$ cat src/rtl/spis.sv
// rtl/spis.sv - Quad-SPI flash-style target turning SPI commands into single-byte bus transfers
module spis #(
    parameter int unsigned DUMMY_Q   = 8,
    parameter logic [7:0]  STATUS_ID = 8'h00
) (
    input  logic        clk,
    input  logic        rst,
    input  logic        spi_cs,
    input  logic        spi_ck,
    input  logic [3:0]  spi_di,
    output logic [3:0]  spi_do,
    output logic [3:0]  spi_oe,
    output logic        bus_valid,
    input  logic        bus_ready,
    output logic        bus_write,
    output logic [23:0] bus_addr,
    output logic [7:0]  bus_wdata,
    input  logic [7:0]  bus_rdata,
    output logic        err_underrun,
    output logic        err_overrun
);
    typedef enum logic [3:0] {
        S_IDLE, S_INST, S_ADDR, S_DUMMY, S_WDATA, S_RDATA1, S_RDATA4, S_STAT, S_IGNORE
    } state_t;

    state_t      state;
    logic [1:0]  cs_s, ck_s, di_s;
    logic        ck_d;
    logic [4:0]  bitcnt;
    logic [2:0]  fcnt;
    logic [7:0]  sh, cmd, out_sh, pf_data, nb, rx_byte;
    logic [23:0] addr_r;
    logic        pf_valid, rd_want, rd_live, err_sticky, stat_err;
    logic        cs_hi, rise, fall, di0, rd_state, load;
    logic        unused_di;

    assign cs_hi     = cs_s[1];
    assign rise      = ck_s[1] & ~ck_d;
    assign fall      = ~ck_s[1] & ck_d;
    assign di0       = di_s[1];
    assign rx_byte   = {sh[6:0], di0};
    assign unused_di = ^spi_di[3:1];
    assign rd_state  = (state == S_RDATA1) || (state == S_RDATA4) || (state == S_STAT);
    assign load      = rd_state && fall && (fcnt == 3'd0) && !cs_hi;

    // Byte presented at the first fall of each output byte
    always_comb begin
        nb = 8'hFF;
        if (state == S_STAT)
            nb = {STATUS_ID[7:2], stat_err, bus_valid};
        else if (pf_valid)
            nb = pf_data;
    end

    always_ff @(posedge clk or posedge rst) begin
        if (rst) begin
            state <= S_IDLE;
            cs_s <= 2'b11; ck_s <= 2'b00; di_s <= 2'b00; ck_d <= 1'b0;
            bitcnt <= '0; fcnt <= '0; sh <= '0; cmd <= '0; out_sh <= '0;
            pf_data <= '0; addr_r <= '0;
            pf_valid <= 1'b0; rd_want <= 1'b0; rd_live <= 1'b0;
            err_sticky <= 1'b0; stat_err <= 1'b0;
            spi_do <= '0; spi_oe <= '0;
            bus_valid <= 1'b0; bus_write <= 1'b0; bus_addr <= '0; bus_wdata <= '0;
            err_underrun <= 1'b0; err_overrun <= 1'b0;
        end else begin
            cs_s <= {cs_s[0], spi_cs};
            ck_s <= {ck_s[0], spi_ck};
            di_s <= {di_s[0], spi_di[0]};
            ck_d <= ck_s[1];
            err_underrun <= 1'b0;
            err_overrun  <= 1'b0;

            // A request always completes, but its read data is kept only for the live prefetch
            if (bus_valid && bus_ready) begin
                bus_valid <= 1'b0;
                if (!bus_write && rd_live) begin
                    pf_valid <= 1'b1;
                    pf_data  <= bus_rdata;
                end
            end

            if (cs_hi) begin
                state <= S_IDLE;
                spi_oe <= '0; spi_do <= '0;
                bitcnt <= '0; fcnt <= '0;
                rd_want <= 1'b0; rd_live <= 1'b0; pf_valid <= 1'b0;
            end else begin
                case (state)
                    S_IDLE: begin
                        state  <= S_INST;
                        bitcnt <= '0;
                    end
                    S_INST: if (rise) begin
                        sh     <= rx_byte;
                        bitcnt <= bitcnt + 5'd1;
                        if (bitcnt == 5'd7) begin
                            bitcnt <= '0;
                            fcnt   <= '0;
                            cmd    <= rx_byte;
                            case (rx_byte)
                                8'h02, 8'h03, 8'h6B: state <= S_ADDR;
                                8'h05: begin
                                    state      <= S_STAT;
                                    stat_err   <= err_sticky;
                                    err_sticky <= 1'b0;
                                end
                                default: state <= S_IGNORE;
                            endcase
                        end
                    end
                    S_ADDR: if (rise) begin
                        addr_r <= {addr_r[22:0], di0};
                        bitcnt <= bitcnt + 5'd1;
                        if (bitcnt == 5'd23) begin
                            bitcnt <= '0;
                            case (cmd)
                                8'h02:   state <= S_WDATA;
                                8'h03: begin state <= S_RDATA1; rd_want <= 1'b1; end
                                default: begin state <= S_DUMMY; rd_want <= 1'b1; end
                            endcase
                        end
                    end
                    S_DUMMY: if (rise) begin
                        bitcnt <= bitcnt + 5'd1;
                        if (bitcnt == 5'(DUMMY_Q - 1)) begin
                            bitcnt <= '0;
                            state  <= S_RDATA4;
                        end
                    end
                    S_WDATA: if (rise) begin
                        sh     <= rx_byte;
                        bitcnt <= bitcnt + 5'd1;
                        if (bitcnt == 5'd7) begin
                            bitcnt <= '0;
                            addr_r <= addr_r + 24'd1;
                            if (!bus_valid) begin
                                bus_valid <= 1'b1;
                                bus_write <= 1'b1;
                                bus_addr  <= addr_r;
                                bus_wdata <= rx_byte;
                            end else begin
                                err_overrun <= 1'b1;
                                err_sticky  <= 1'b1;
                            end
                        end
                    end
                    S_RDATA1, S_RDATA4, S_STAT: if (fall) begin
                        spi_oe <= (state == S_RDATA4) ? 4'b1111 : 4'b0010;
                        fcnt   <= (state == S_RDATA4) ? {2'b00, ~fcnt[0]} : fcnt + 3'd1;
                        if (load) begin
                            if (state == S_RDATA4) begin
                                spi_do <= nb[7:4];
                                out_sh <= {nb[3:0], 4'b0000};
                            end else begin
                                spi_do <= {2'b00, nb[7], 1'b0};
                                out_sh <= {nb[6:0], 1'b0};
                            end
                            if (state != S_STAT) begin
                                if (!pf_valid) begin
                                    err_underrun <= 1'b1;
                                    err_sticky   <= 1'b1;
                                end
                                // Any read still in flight is for a byte already given away
                                pf_valid <= 1'b0;
                                rd_live  <= 1'b0;
                                rd_want  <= 1'b1;
                                addr_r   <= addr_r + 24'd1;
                            end
                        end else if (state == S_RDATA4) begin
                            spi_do <= out_sh[7:4];
                            out_sh <= {out_sh[3:0], 4'b0000};
                        end else begin
                            spi_do <= {2'b00, out_sh[7], 1'b0};
                            out_sh <= {out_sh[6:0], 1'b0};
                        end
                    end
                    default: ;
                endcase

                if (rd_want && !bus_valid && !load) begin
                    bus_valid <= 1'b1;
                    bus_write <= 1'b0;
                    bus_addr  <= addr_r;
                    rd_want   <= 1'b0;
                    rd_live   <= 1'b1;
                end
            end
        end
    end
endmodule

$ cat config.mk
export PLATFORM = sky130hd
export DESIGN_NAME = spis
export DESIGN_NICKNAME = d
export VERILOG_FILES = /design/src/rtl/spis.sv
export SDC_FILE = /design/constraint.sdc
export NUM_CORES = 1
export LEC_CHECK = 0
export CAP_MARGIN = 20
export CORE_MARGIN = 3
export CORE_UTILIZATION = 55
export DETAILED_ROUTE_END_ITERATION = 8
export PLACE_DENSITY = 0.78
export SLEW_MARGIN = 40
export SYNTH_ARGS = -nofsm -noshare
export SYNTH_HDL_FRONTEND = slang
export SYNTH_SLANG_ARGS = --single-unit
$ cat constraint.sdc
create_clock -name clk -period 5.2 [get_ports clk]
set_clock_uncertainty 0.15 [all_clocks]
set_input_delay 0.52 -clock clk [delete_from_list [all_inputs] [get_ports clk]]
set_output_delay 0.52 -clock clk [all_outputs]
set_load 0.05 [all_outputs]
======== Yosys cells after proc, flatten, opt, wreduce, memory -nomap -nowiden ========
Index checks and enable logic that the tools add are counted.
word-level totals
  register bits ........................... 123
  input port bits ......................... 17
  output and inout bits ................... 44
  logic and storage cells ................. 231
operators by class
  add/sub/neg operators ................... 3
  eq/ne operators ......................... 42
  mux-type cells .......................... 105
  bitwise logic cells ..................... 7
  reductions and logical operators ........ 49
operator list
  operator                                                          number
  24-bit 2-to-1 mux                                                 11
  24-bit case mux with 3 select lines                               1
  4-bit 2-to-1 mux                                                  17
  1-bit 2-to-1 mux                                                  54
  8-bit 2-to-1 mux                                                  5
  8-bit by 2-bit == test with 1-bit output (second input constant)  4
  5-bit 2-to-1 mux                                                  5
  24-bit by 1-bit adder with 24-bit output (second input constant)  1
  4-bit inequality test (second input constant)                     6
  2-bit inequality test (second input constant)                     11
  3-bit inequality test (second input constant)                     7
  3-bit nonzero test                                                7
  4-bit by 3-bit == test with 1-bit output (second input constant)  4
  4-bit case mux with 4 select lines                                1
  3-bit 2-to-1 mux                                                  5
  5-bit case mux with 3 select lines                                1
  5-bit AND reduction                                               3
  7-bit AND reduction                                               2
  3-bit case mux with 2 select lines                                2
  12-bit AND reduction                                              1
  4-bit AND reduction                                               3
  2-bit nonzero test                                                5
  3-bit AND reduction                                               3
  3-bit OR reduction                                                3
  other kinds (26)                                                  44

======== Longest topological paths before layout ========
Gate-level depths: netlist (run 1).
  depth after elaboration ................. 11
  depth in mapped cells ................... 9
  mapped depth without buffers ............ 7

======== Worst setup path after synthesis (run 1) ========
Ideal clock, no wire load.
  kind .................................... flip-flop to flip-flop
  start ................................... register bitcnt[0]
  end ..................................... register bus_addr[10]
  library setup time ...................... 0.125 ns
  arrival ................................. 2.063 ns
  data required time ...................... 4.925 ns
  setup slack ............................. 2.862 ns
  stages on the path, launching flop included .. 9
  path buffers ............................ 2
  period minus slack after synthesis ...... 2.338 ns
  cell sequence ........................... dfrtp_1 ha_1 and4bb_2 and2_1 and3_1 buf_2 a21oi_4 buf_6 mux2_2
between the ends
  longest elaborated chain between the ends .. 3
RTL lines
  element                                   RTL line  RTL
  start: declaration                        29        logic [4:0] bitcnt;
  start signal: assignment                  96        bitcnt <= bitcnt + 5'd1;
  start signal: assignment                  114       bitcnt <= bitcnt + 5'd1;
  start signal: assignment                  125       bitcnt <= bitcnt + 5'd1;
  5-bit by 3-bit == test with 1-bit output  134       if (bitcnt == 5'd7) begin
  2-bit nonzero test (no line)              n/a
  5-bit AND reduction (no line)             n/a
  end signal: assignment                    140       bus_addr <= addr_r;
  end signal: assignment                    184       bus_addr <= addr_r;
  end: declaration                          16        output logic [23:0] bus_addr,
No other way between the ends.
A chain may end at the register's enable or synchronous reset.

======== Worst setup path after layout (run 1) ========
  start ................................... register state[3]
  end ..................................... register bus_addr[14]
between the ends
  longest elaborated chain between the ends .. 10
  elaborated cells between the ends (all ways) .. 17
  those cells by class .................... 5 x eq/ne; 1 x mux; 11 x reduce/logical
RTL lines
  element                                                                                           RTL line  RTL
  start: declaration                                                                                26        state_t state;
  start signal: assignment                                                                          57        state <= S_IDLE;
  start signal: assignment                                                                          84        state <= S_IDLE;
  start signal: assignment                                                                          91        state <= S_INST;
  4-bit by 3-bit == test with 1-bit output                                                          43        assign rd_state = (state == S_RDATA1) || (state == S_RDATA4) || (state == S_STAT);
  1-bit logical OR (2 in a row)                                                                     43
  1-bit logical AND (3 in a row)                                                                    44        assign load = rd_state && fall && (fcnt == 3'd0) && !cs_hi;
  1-bit logical NOT                                                                                 181       if (rd_want && !bus_valid && !load) begin
  1-bit logical AND                                                                                 181
  2-bit by 1-bit inequality test with 1-bit output (no line) or 2-bit nonzero test (tied branches)  n/a
  5-bit AND reduction (no line)                                                                     n/a
Several ways; a longest one is shown, not always the timed one.

==> results of run 1 <==
-- critical path: stages (launching register included) --
cell,delay (ns)
dfrtp_1,0.70
nand2b_2,0.58
nor2_1,0.15
and3_1,0.39
a21oi_4,0.44
buf_8,0.23
mux2_2,0.36
-- cell usage after synthesis (all sizes together), types with 6 or more instances --
| master | instances | area [µm²] |
|---|---|---|
| o21ai | 37 | 185.2 |
| nor3 | 16 | 80.08 |
| nand3 | 13 | 65.06 |
| mux2 | 60 | 675.7 |
| nand2 | 44 | 165.2 |
| mux2i | 10 | 100.1 |
| and3 | 7 | 43.79 |
| a21oi | 31 | 166.4 |
| nor2 | 39 | 148.9 |
| nand4 | 12 | 87.58 |
| inv | 16 | 60.06 |
| o31ai | 6 | 45.04 |
| nand2b | 6 | 37.54 |
| nor2b | 10 | 62.56 |
| dfrtp | 118 | 2953 |
| buf | 17 | 101.3 |
| clkbuf | 16 | 61.30 |
-- cell usage in the layout (no fill, tap or decap), types with 3 or more instances in the layout --
cell type,Yosys,final
dfrtp_1,118,118
mux2_2,60,60
clkdlybuf4s50_1,0,57
nand2_1,44,44
nor2_1,38,38
o21ai_0,35,35
a21oi_1,30,30
nor3_1,16,16
clkbuf_16,0,16
inv_1,16,15
nand3_1,13,13
nand4_1,10,10
mux2i_1,10,10
nor2b_1,10,9
and3_1,7,7
o31ai_1,6,6
nand2b_1,6,5
a22o_1,5,5
a31oi_1,5,5
nand3b_1,5,5
bufinv_16,0,5
nand4b_1,4,4
a211oi_1,4,4
nor4b_1,4,4
nor3b_1,4,4
o211ai_1,4,4
or4_1,4,4
inv_6,0,4
ha_1,4,4
o311ai_0,3,3
a32oi_1,3,3
clkinv_4,0,3
-- path summary, 6_finish.rpt --
path                       slack (ns)  startpoint           end  depth (start not counted)
max                              2.08    state[3]  bus_addr[14]                          6
min                              0.20     ck_s[0]       ck_s[1]                          0
max reg2reg                      2.08    state[3]  bus_addr[14]                          6
min reg2reg                      0.20     ck_s[0]       ck_s[1]                          0
max in group asynchronous        3.58         rst    pf_data[2]                          3
min in group asynchronous        0.35         rst  bus_addr[21]                          2
-- routing by layer --
metal  share of wire  vias up  routed length [µm]
li1                -     2133                   -
met2            0.48      190                6610
met3           0.065       18                 894
met4           0.013        0                 183
met5               0        -                   0
met1            0.44     2330                6069
-- cell families after synthesis --
kind of cell / share of synthesized area
xor+xnor: 0.002961
flops: 0.5079
fa+ha+maj: 0.01015
simple gates: 0.1707
buf+inv: 0.03764
compound gates: 0.1396
mux: 0.1311
-- sequential cells by signal, indices dropped and copies added, names as in the netlist, 5 cells and up --
register	cells
addr_r	24
bitcnt	5
bus_addr	24
bus_wdata	8
cmd	8
out_sh	7
pf_data	8
sh	7
-- power by group through the flow --
stage / registers, W / logic, W / clock network, W
floorplan: 0.00104 / 0.000252 / 0
global placement: 0.00109 / 0.000260 / 0
detailed placement: 0.00110 / 0.000275 / 0
CTS: 0.00108 / 0.000287 / 0.00128
global route: 0.00110 / 0.000319 / 0.00133
finish: 0.00109 / 0.000288 / 0.00127
-- layout make-up --
class                           instances  area (µm²)  area share
Tap cell                              136       170.2     0.02370
Timing Repair Buffer                   60       600.6     0.08365
Clock inverter                         13       217.7     0.03032
Inverter                               16       65.06    0.009062
Sequential cell                       120        3005      0.4186
Multi-Input combinational cell        386        2699      0.3759
Clock buffer                           19       421.7     0.05873
-- stage by stage --
stage,cells,util
6_report,750,0.6892
3_5_place_dp,717,0.6264
2_1_floorplan,555,-
4_1_cts,749,0.6878
3_3_place_gp,717,0.6255
5_1_grt,750,0.6892
==> qor.txt, run 1 <==
Setup repair bufs after CTS = 0
Largest net degree at the start of global routing = 86
Setup crit end kind = flop
Worst Path Max Fanout = 25
Normalized max-slew margin = 0.4810
FF+latch count, synth = 120
Post-synthesis sequential area ratio = 0.5079
Placed cell area = 6525 µm²
Distinct cell type count after synthesis = 72
Initial antenna violation count = 0
Max frequency = 320.9 MHz
WL final = 13760 µm
Worst Path Class, Setup = reg2reg
Clk slew on worst S/H paths = 0.06 ns
Final Cell Area = 7179 µm²
# setup viols final = 0
Area grow syn2layout = 21.34%
Nets = 622
P_leak = 3.187 nW
GPL Wtd Cong = 0.8556
Hold-fix buffers, CTS = 0
First-pass GRT wire length = 22200 µm
Clk pwr share = 0.480
Max Cap Viol = 0
Flop pwr share = 0.411
Fillers = 744
Syn nets = 576
Switching share of power = 0.2686
Post-CTS sizing = 0
Vias = 4671
Final Cycle Share = 0.5993
Met2 Usage GRT = 0.3670
GRT busiest layer = met2
Total CTS buffers = 17
Worst IR drop on VDD = 262.4 µV
Switching pwr = 0.0007102 W
RSZ-0062 raised after global routing = false
Synth Cell Area = 5917 µm²
Clock sinks = 120
Pre-CTS setup slack = 2.014 ns
Power Density = 368.3 nW/µm²
Min Hold Slack = 0.2004 ns
Later-pin clock latency in the skew report = 0.51 ns
Power Total = 0.002644 W
Mapped Cells = 555
Drc violations = 0
Total negative slack = 0 ns
Final hold vios = 0
Setup WS post-layout = 2.084 ns
Gr ovfl total = 0
Via/cell ratio = 6.228
Die Wd = 109.7 µm
Yosys warning total = 0
Starting density of the core = 0.5680
Io pins = 61
Post-synth EDFFs = 0
Critical path launch point type = flop
Comb pwr share = 0.109
Total track usage = 0.2352
Max-slew violations = 0
Die H = 109.7 µm
Pint = 0.001934 W
Worst-Margin Slew = 0.7677 ns
Syn avg cell area = 10.66 µm²
Min cycle time layout = 3.116 ns
Met3 Resource Use GR = 0.06283
Async S/R FF share, synth = 1.000
Share of post-route cells with drive strength above 1 = 0.1792
Drt pass-1 iters = 5
Top_reg_cell synth = dfrtp_1
Core Area = 10420 µm²
Antenna cells = 0
Antenna Nets Post-Route = 0
DR iter-0 viols = 388
H-tree Lvls = 4
Drt wl/cell = 18.34 µm
Type of the worst min-delay path = reg2reg
CTS tree = done
Worst EP arrival = 3.36 ns
Status = finished, final reports clean
Root Buffer = clkbuf_8
Post-DP HPWL = 8766 µm
Row count = 37
I/O Buffers = 57
Via count of the first global-routing pass = 4444
CP required = 5.45 ns
CTS max path bufs = 2
Die area = 12040 µm²
Met1 Usage GRT = 0.3215
(Power assumes the default switching activity.)
==> run 2, diff against run 1 <==
==> constraint.sdc (replaced) <==
create_clock -name clk -period 3 [get_ports clk]
set_clock_uncertainty 0.15 [all_clocks]
set_input_delay 0.3 -clock clk [delete_from_list [all_inputs] [get_ports clk]]
set_output_delay 0.3 -clock clk [all_outputs]
set_load 0.05 [all_outputs]
==> run 2 against run 1 <==
Via count down 0.83%; clock power up 50%; critical endpoint is now addr_r[22]; combinational power up 110%; setup slack worse by 1.8 ns; worst hold slack worse by 0.18 ns; register-to-register slack worse by 1.8 ns; critical path depth unchanged.
==> qor.txt, run 2 (same netlist as run 1, synthesis figures left out) <==
Gr ovfl total = 0 (unchanged)
Drt pass-1 iters = 5 (unchanged)
Setup crit end kind = flop
First-pass GRT wire length = 22560 µm (+1.6%)
Via count of the first global-routing pass = 4504 (+1.4%)
Critical path launch point type = flop
Area grow syn2layout = 21.72%
Row count = 37 (unchanged)
Post-CTS sizing = 0 (unchanged)
Top flop regs = addr_r (24), bus_addr (24)
Core Area = 10420 µm² (unchanged)
Max frequency = 368.2 MHz (+15%)
Antenna cells = 0 (unchanged)
Most common cell after layout, fill and taps aside = dfrtp_1
Multi-input logic area = 2689 µm² (-0.37%)
Via/cell ratio = 6.071 (-2.5%)
H-tree Lvls = 4 (unchanged)
Worst Path Max Fanout = 8 (-68%)
Vias = 4632 (-0.83%)
Worst-Margin Slew = 0.6925 ns (-0.07517 ns)
Status = finished, final reports clean
Later-pin clock latency in the skew report = 0.55 ns (+0.04 ns)
Worst stage delay on the critical path = 0.76 ns (+0.06 ns)
WL final = 13530 µm (-1.6%)
Final Cell Area = 7202 µm² (+0.31%)
Die Wd = 109.7 µm (unchanged)
Max Cap Viol = 0 (unchanged)
Placed cell area = 6644 µm² (+1.8%)
DR iter-0 viols = 420 (+8.2%)
I/O Buffers = 57 (unchanged)
R2r endpoint = addr_r[22]
CTS tree = done
Fillers = 786 (+5.6%)
Drt wl/cell = 17.74 µm (-3.3%)
Power Density = 597.3 nW/µm² (+62%)
Reg-to-reg critical path startpoint = addr_r[0]
Max-slew violations = 0 (unchanged)
Antenna Nets Post-Route = 0 (unchanged)
Seq. cell area = 3005 µm² (unchanged)
Min cycle time layout = 2.716 ns (-0.4005 ns)
RSZ-0062 raised after global routing = false
Worst Path Class, Setup = reg2reg
Die H = 109.7 µm (unchanged)
Worst EP arrival = 2.97 ns (-0.39 ns)
Worst IR drop on VDD = 455.7 µV (+74%)
Setup repair bufs after CTS = 0 (unchanged)
# setup viols final = 0 (unchanged)
CP Cell Sequence = ha_1 > nand4_1 > or4_1 > nor4_2 > and2b_1 > o211ai_1
Total CTS buffers = 17 (unchanged)
CP max stage cell = or4_1
Final Cycle Share = 0.9053 (+0.3060)
Drc violations = 0 (unchanged)
Most frequent cells in the layout = dfrtp_1 (118), mux2_2 (60), clkdlybuf4s50_1 (57)
Io pins = 61 (unchanged)
Worst R2R Setup Slack = 0.28 ns (-1.80 ns)
Total negative slack = 0 ns (unchanged)
CTS max path bufs = 2 (unchanged)
Share of post-route cells with drive strength above 1 = 0.1946 (+0.01542)
Type of the worst min-delay path = in2async
Hold-fix buffers, CTS = 0 (unchanged)
P_leak = 3.219 nW (+1.0%)
Die area = 12040 µm² (unchanged)
Root Buffer = clkbuf_8
Clk slew on worst S/H paths = 0.06 ns (about the same)
Normalized max-slew margin = 0.5372 (+0.05621)
Post-DP HPWL = 9098 µm (+3.8%)
Starting density of the core = 0.5680 (unchanged)
Cells on worst reg2reg path = 6 (unchanged)
Clock sinks = 120 (unchanged)
CP required = 3.25 ns (-2.20 ns)
Total track usage = 0.2454 (+0.01021)
Largest net degree at the start of global routing = 41 (-52%)
Initial antenna violation count = 0 (unchanged)
Final hold vios = 0 (unchanged)
Nets = 635 (+2.1%)
GPL Wtd Cong = 0.8586 (+0.35%)
## run 2: changes by cell type in the layout (fill, tap and decap cells not counted), moves of 2 or more
cell and change:
bufinv_16 -4, clkinv_2 +4, buf_12 +2, inv_6 -4, buf_4 +12, clkinvlp_4 +2
clkbuf_8 +3
## run 2: worst max-delay path, delay by kind of cell, from the launching register on
family,cells,cell delay (ns)
and+or+nand+nor,4,1.54
DFF,1,0.48
AOI/OAI and AO/OA,1,0.12
adders and majority gates,1,0.28
## run 2: how the worst max path moves through the flow
stage	from	endpoint	slack, ns	cells after the start
after floorplan	bitcnt[0]	bus_addr[10]	0.66	8
after global placement	bitcnt[0]	addr_r[9]	0.41	6
after detailed placement	fcnt[0]	addr_r[9]	0.39	7
after CTS	addr_r[0]	addr_r[22]	0.32	6
after global routing	addr_r[0]	addr_r[22]	0.20	6
final	addr_r[0]	addr_r[22]	0.28	6
## run 2: metal layers
| metal | global-route usage | share of wire | up-vias |
|---|---|---|---|
| met1 | 0.3335 | 0.45 | 2293 |
| met3 | 0.06988 | 0.058 | 17 |
| met2 | 0.3727 | 0.48 | 156 |
| li1 | - | - | 2166 |
| met5 | 0 | 0 | - |
| met4 | 0.09706 | 0.018 | 0 |
## run 2: power breakdown
part / switching (W) / total, W / leakage [nW] / internal (W)
Sequential: 0.000113 / 0.00181 / 1.65 / 0.00170
Clock: 0.000736 / 0.00190 / 0.270 / 0.00116
Combinational: 0.000343 / 0.000592 / 1.30 / 0.000249
## run 2: area by class of cell
cell class / instances / area share
clock buffers: 21 / 0.06376
clock inverters: 11 / 0.01372
inverters: 16 / 0.008860
multi-input cells: 386 / 0.3733
flip-flops and latches: 120 / 0.4173
well taps: 136 / 0.02363
repair buffers: 73 / 0.09937
## run 2: stage by stage
step                      hold WS, ns  utilization  instances  power, W  setup WS (ns)
after floorplan                0.1545            -        555  0.002236         0.6620
after global placement         0.1844       0.6378        731  0.002388         0.4055
after detailed placement       0.1885       0.6378        731  0.002419         0.3856
after CTS                    0.003361       0.6914        763  0.004323         0.3217
after global routing         0.008113       0.6914        763  0.004474         0.2009
final                         0.01720       0.6914        763  0.004302         0.2840
==> run 3, diff against run 2 <==
--- a/config.mk
+++ b/config.mk
@@ -6,9 +6,10 @@
 export NUM_CORES = 1
 export LEC_CHECK = 0
 export CAP_MARGIN = 20
-export CORE_MARGIN = 3
+export CORE_MARGIN = 1
 export CORE_UTILIZATION = 55
 export DETAILED_ROUTE_END_ITERATION = 8
+export HOLD_SLACK_MARGIN = 0.03
 export PLACE_DENSITY = 0.78
 export SLEW_MARGIN = 40
 export SYNTH_ARGS = -nofsm -noshare
==> constraint.sdc (replaced) <==
create_clock -name clk -period 3.3 [get_ports clk]
set_clock_uncertainty 0.15 [all_clocks]
set_input_delay 0.33 -clock clk [delete_from_list [all_inputs] [get_ports clk]]
set_output_delay 0.33 -clock clk [all_outputs]
set_load 0.05 [all_outputs]
==> run 3 against run 2 <==
First-iteration DRC count is 29% lower; combinational power is 14% lower; final area is 0.49% lower; total power is 8.5% lower; highest routed layer unchanged; critical path type unchanged.
==> qor.txt, run 3 (same netlist as run 1, synthesis figures left out) <==
I/O Buffers = 57 (unchanged)
Type of the worst min-delay path = in2reg
Max Cap Viol = 0 (unchanged)
Antenna cells = 0 (unchanged)
Placed insts = 724 (-0.96%)
Post-DP HPWL = 8420 µm (-7.5%)
Most frequent cells in the layout = dfrtp_1 (118), mux2_2 (60), clkdlybuf4s50_1 (57)
Vias = 4644 (+0.26%)
# setup viols final = 0 (unchanged)
Via count of the first global-routing pass = 4587 (+1.8%)
Clk slew on worst S/H paths = 0.06 ns (about the same)
Nets = 629 (-0.94%)
Die Wd = 105.7 µm (-3.6%)
Row count = 37 (unchanged)
Total track usage = 0.2603 (+0.01493)
Max frequency = 355.6 MHz (-3.4%)
Pre-CTS setup slack = 0.4505 ns (+0.06495 ns)
Die H = 105.7 µm (-3.6%)
Min cycle time layout = 2.812 ns (+0.09589 ns)
P_leak = 3.180 nW (-1.2%)
Starting density of the core = 0.5706 (+0.002536)
RSZ-0062 raised after global routing = false
Worst EP arrival = 3.05 ns (+0.08 ns)
Io pins = 61 (unchanged)
CTS tree = done
Post-CTS sizing = 0 (unchanged)
Initial antenna violation count = 0 (unchanged)
Antenna Nets Post-Route = 0 (unchanged)
Area grow syn2layout = 21.12%
Critical path launch point type = flop
Total CTS buffers = 17 (unchanged)
Final Cycle Share = 0.8521 (-0.05325)
Clock sinks = 120 (unchanged)
GPL Wtd Cong = 0.8412 (-2.0%)
Share of post-route cells with drive strength above 1 = 0.1852 (-0.009392)
Core Area = 10370 µm² (-0.44%)
Setup repair bufs after CTS = 0 (unchanged)
DR iter-0 viols = 298 (-29%)
WL final = 13220 µm (-2.3%)
Root Buffer = clkbuf_8
Worst Path Max Fanout = 18 (+10)
Cell Count, Final, Fillers Out = 757 (-0.79%)
Worst stage delay on the critical path = 0.82 ns (+0.06 ns)
Total negative slack = 0 ns (unchanged)
Most common cell after layout, fill and taps aside = dfrtp_1
Worst-Margin Slew = 0.7424 ns (+0.04994 ns)
Gr ovfl total = 0 (unchanged)
Drc violations = 0 (unchanged)
Die area = 11180 µm² (-7.2%)
Status = finished, final reports clean
Setup crit end kind = flop
Bufs and invs on worst path = 0 (unchanged)
CTS max path bufs = 2 (unchanged)
First-pass GRT wire length = 22630 µm (+0.34%)
Fillers = 784 (-0.25%)
Drt pass-1 iters = 5 (unchanged)
H-tree Lvls = 4 (unchanged)
Drt wl/cell = 17.47 µm (-1.5%)
CP max stage cell = or4_1
Worst IR drop on VDD = 408.9 µV (-10%)
Power Total = 0.003936 W (-8.5%)
Setup WS post-layout = 0.4881 ns (+0.2041 ns)
Normalized max-slew margin = 0.5017 (-0.03549)
Later-pin clock latency in the skew report = 0.53 ns (-0.02 ns)
Crit path max-delay family = simple AND/OR/NAND/NOR gates
Hold-fix buffers, CTS = 0 (unchanged)
Power Density = 549.2 nW/µm² (-8.0%)
Largest net degree at the start of global routing = 121 (+200%)
Final hold vios = 0 (unchanged)
CP required = 3.53 ns (+0.28 ns)
CP Cell Sequence = nand2b_1 > or4_1 > nor3_1 > a31oi_1
Top flop regs = addr_r (24), bus_addr (24)
Via/cell ratio = 6.135 (+1.1%)
Max-slew violations = 0 (unchanged)
Worst Path Class, Setup = reg2reg
run 3: cell count changes in the layout (fill, tap and decap cells not counted), sizes merged:
cell | before | now
buf | 16 | 10
bufinv | 1 | 2
clkinv | 7 | 3
clkinvlp | 4 | 7
run 3: power breakdown:
| group | switching, W | internal [W] | total (W) |
|---|---|---|---|
| Combinational | 0.000296 | 0.000213 | 0.000509 |
| Clock | 0.000655 | 0.00111 | 0.00177 |
| Sequential | 0.000116 | 0.00155 | 0.00166 |
run 3: area by class of cell:
type / instances / area, µm² / area share
clock inverters: 11 / 123.9 / 0.01728
flip-flops and latches: 120 / 3005 / 0.4193
well taps: 136 / 170.2 / 0.02374
clock buffers: 21 / 449.2 / 0.06267
repair buffers: 67 / 665.6 / 0.09288
inverters: 16 / 63.81 / 0.008904
multi-input cells: 386 / 2689 / 0.3752
run 3: per-stage QoR:
stage / cell area (µm²) / hold slack (ns) / utilization
floorplan: 5921 / 0.1812 / -
global placement: 6579 / 0.1828 / 0.6344
detailed placement: 6579 / 0.1855 / 0.6344
CTS: 7152 / 0.03551 / 0.6897
global route: 7167 / 0.03009 / 0.6911
finish: 7167 / 0.05287 / 0.6911
run 3: final timing paths:
kind                       slack [ns]      endpoint      from  cells after the start
min in group asynchronous        0.19  bus_addr[23]       rst                      3
min                              0.05       cs_s[0]    spi_cs                      1
min reg2reg                      0.20       di_s[1]   di_s[0]                      0
max                              0.49    addr_r[13]  state[2]                      4
max in group asynchronous        2.35     spi_oe[2]       rst                      3
max reg2reg                      0.49    addr_r[13]  state[2]                      4
run 3: layer usage:
metal,part of all wire,track usage
met1,0.45,0.3557
met2,0.48,0.3903
met3,0.066,0.07854
met4,0.013,0.1002
met5,0,0
run 3: worst register-to-register path: stages, from the launching register on:
cell and delay [ns]:
dfrtp_1 0.73, nand2b_1 0.31, or4_1 0.82, nor3_1 0.47, a31oi_1 0.19
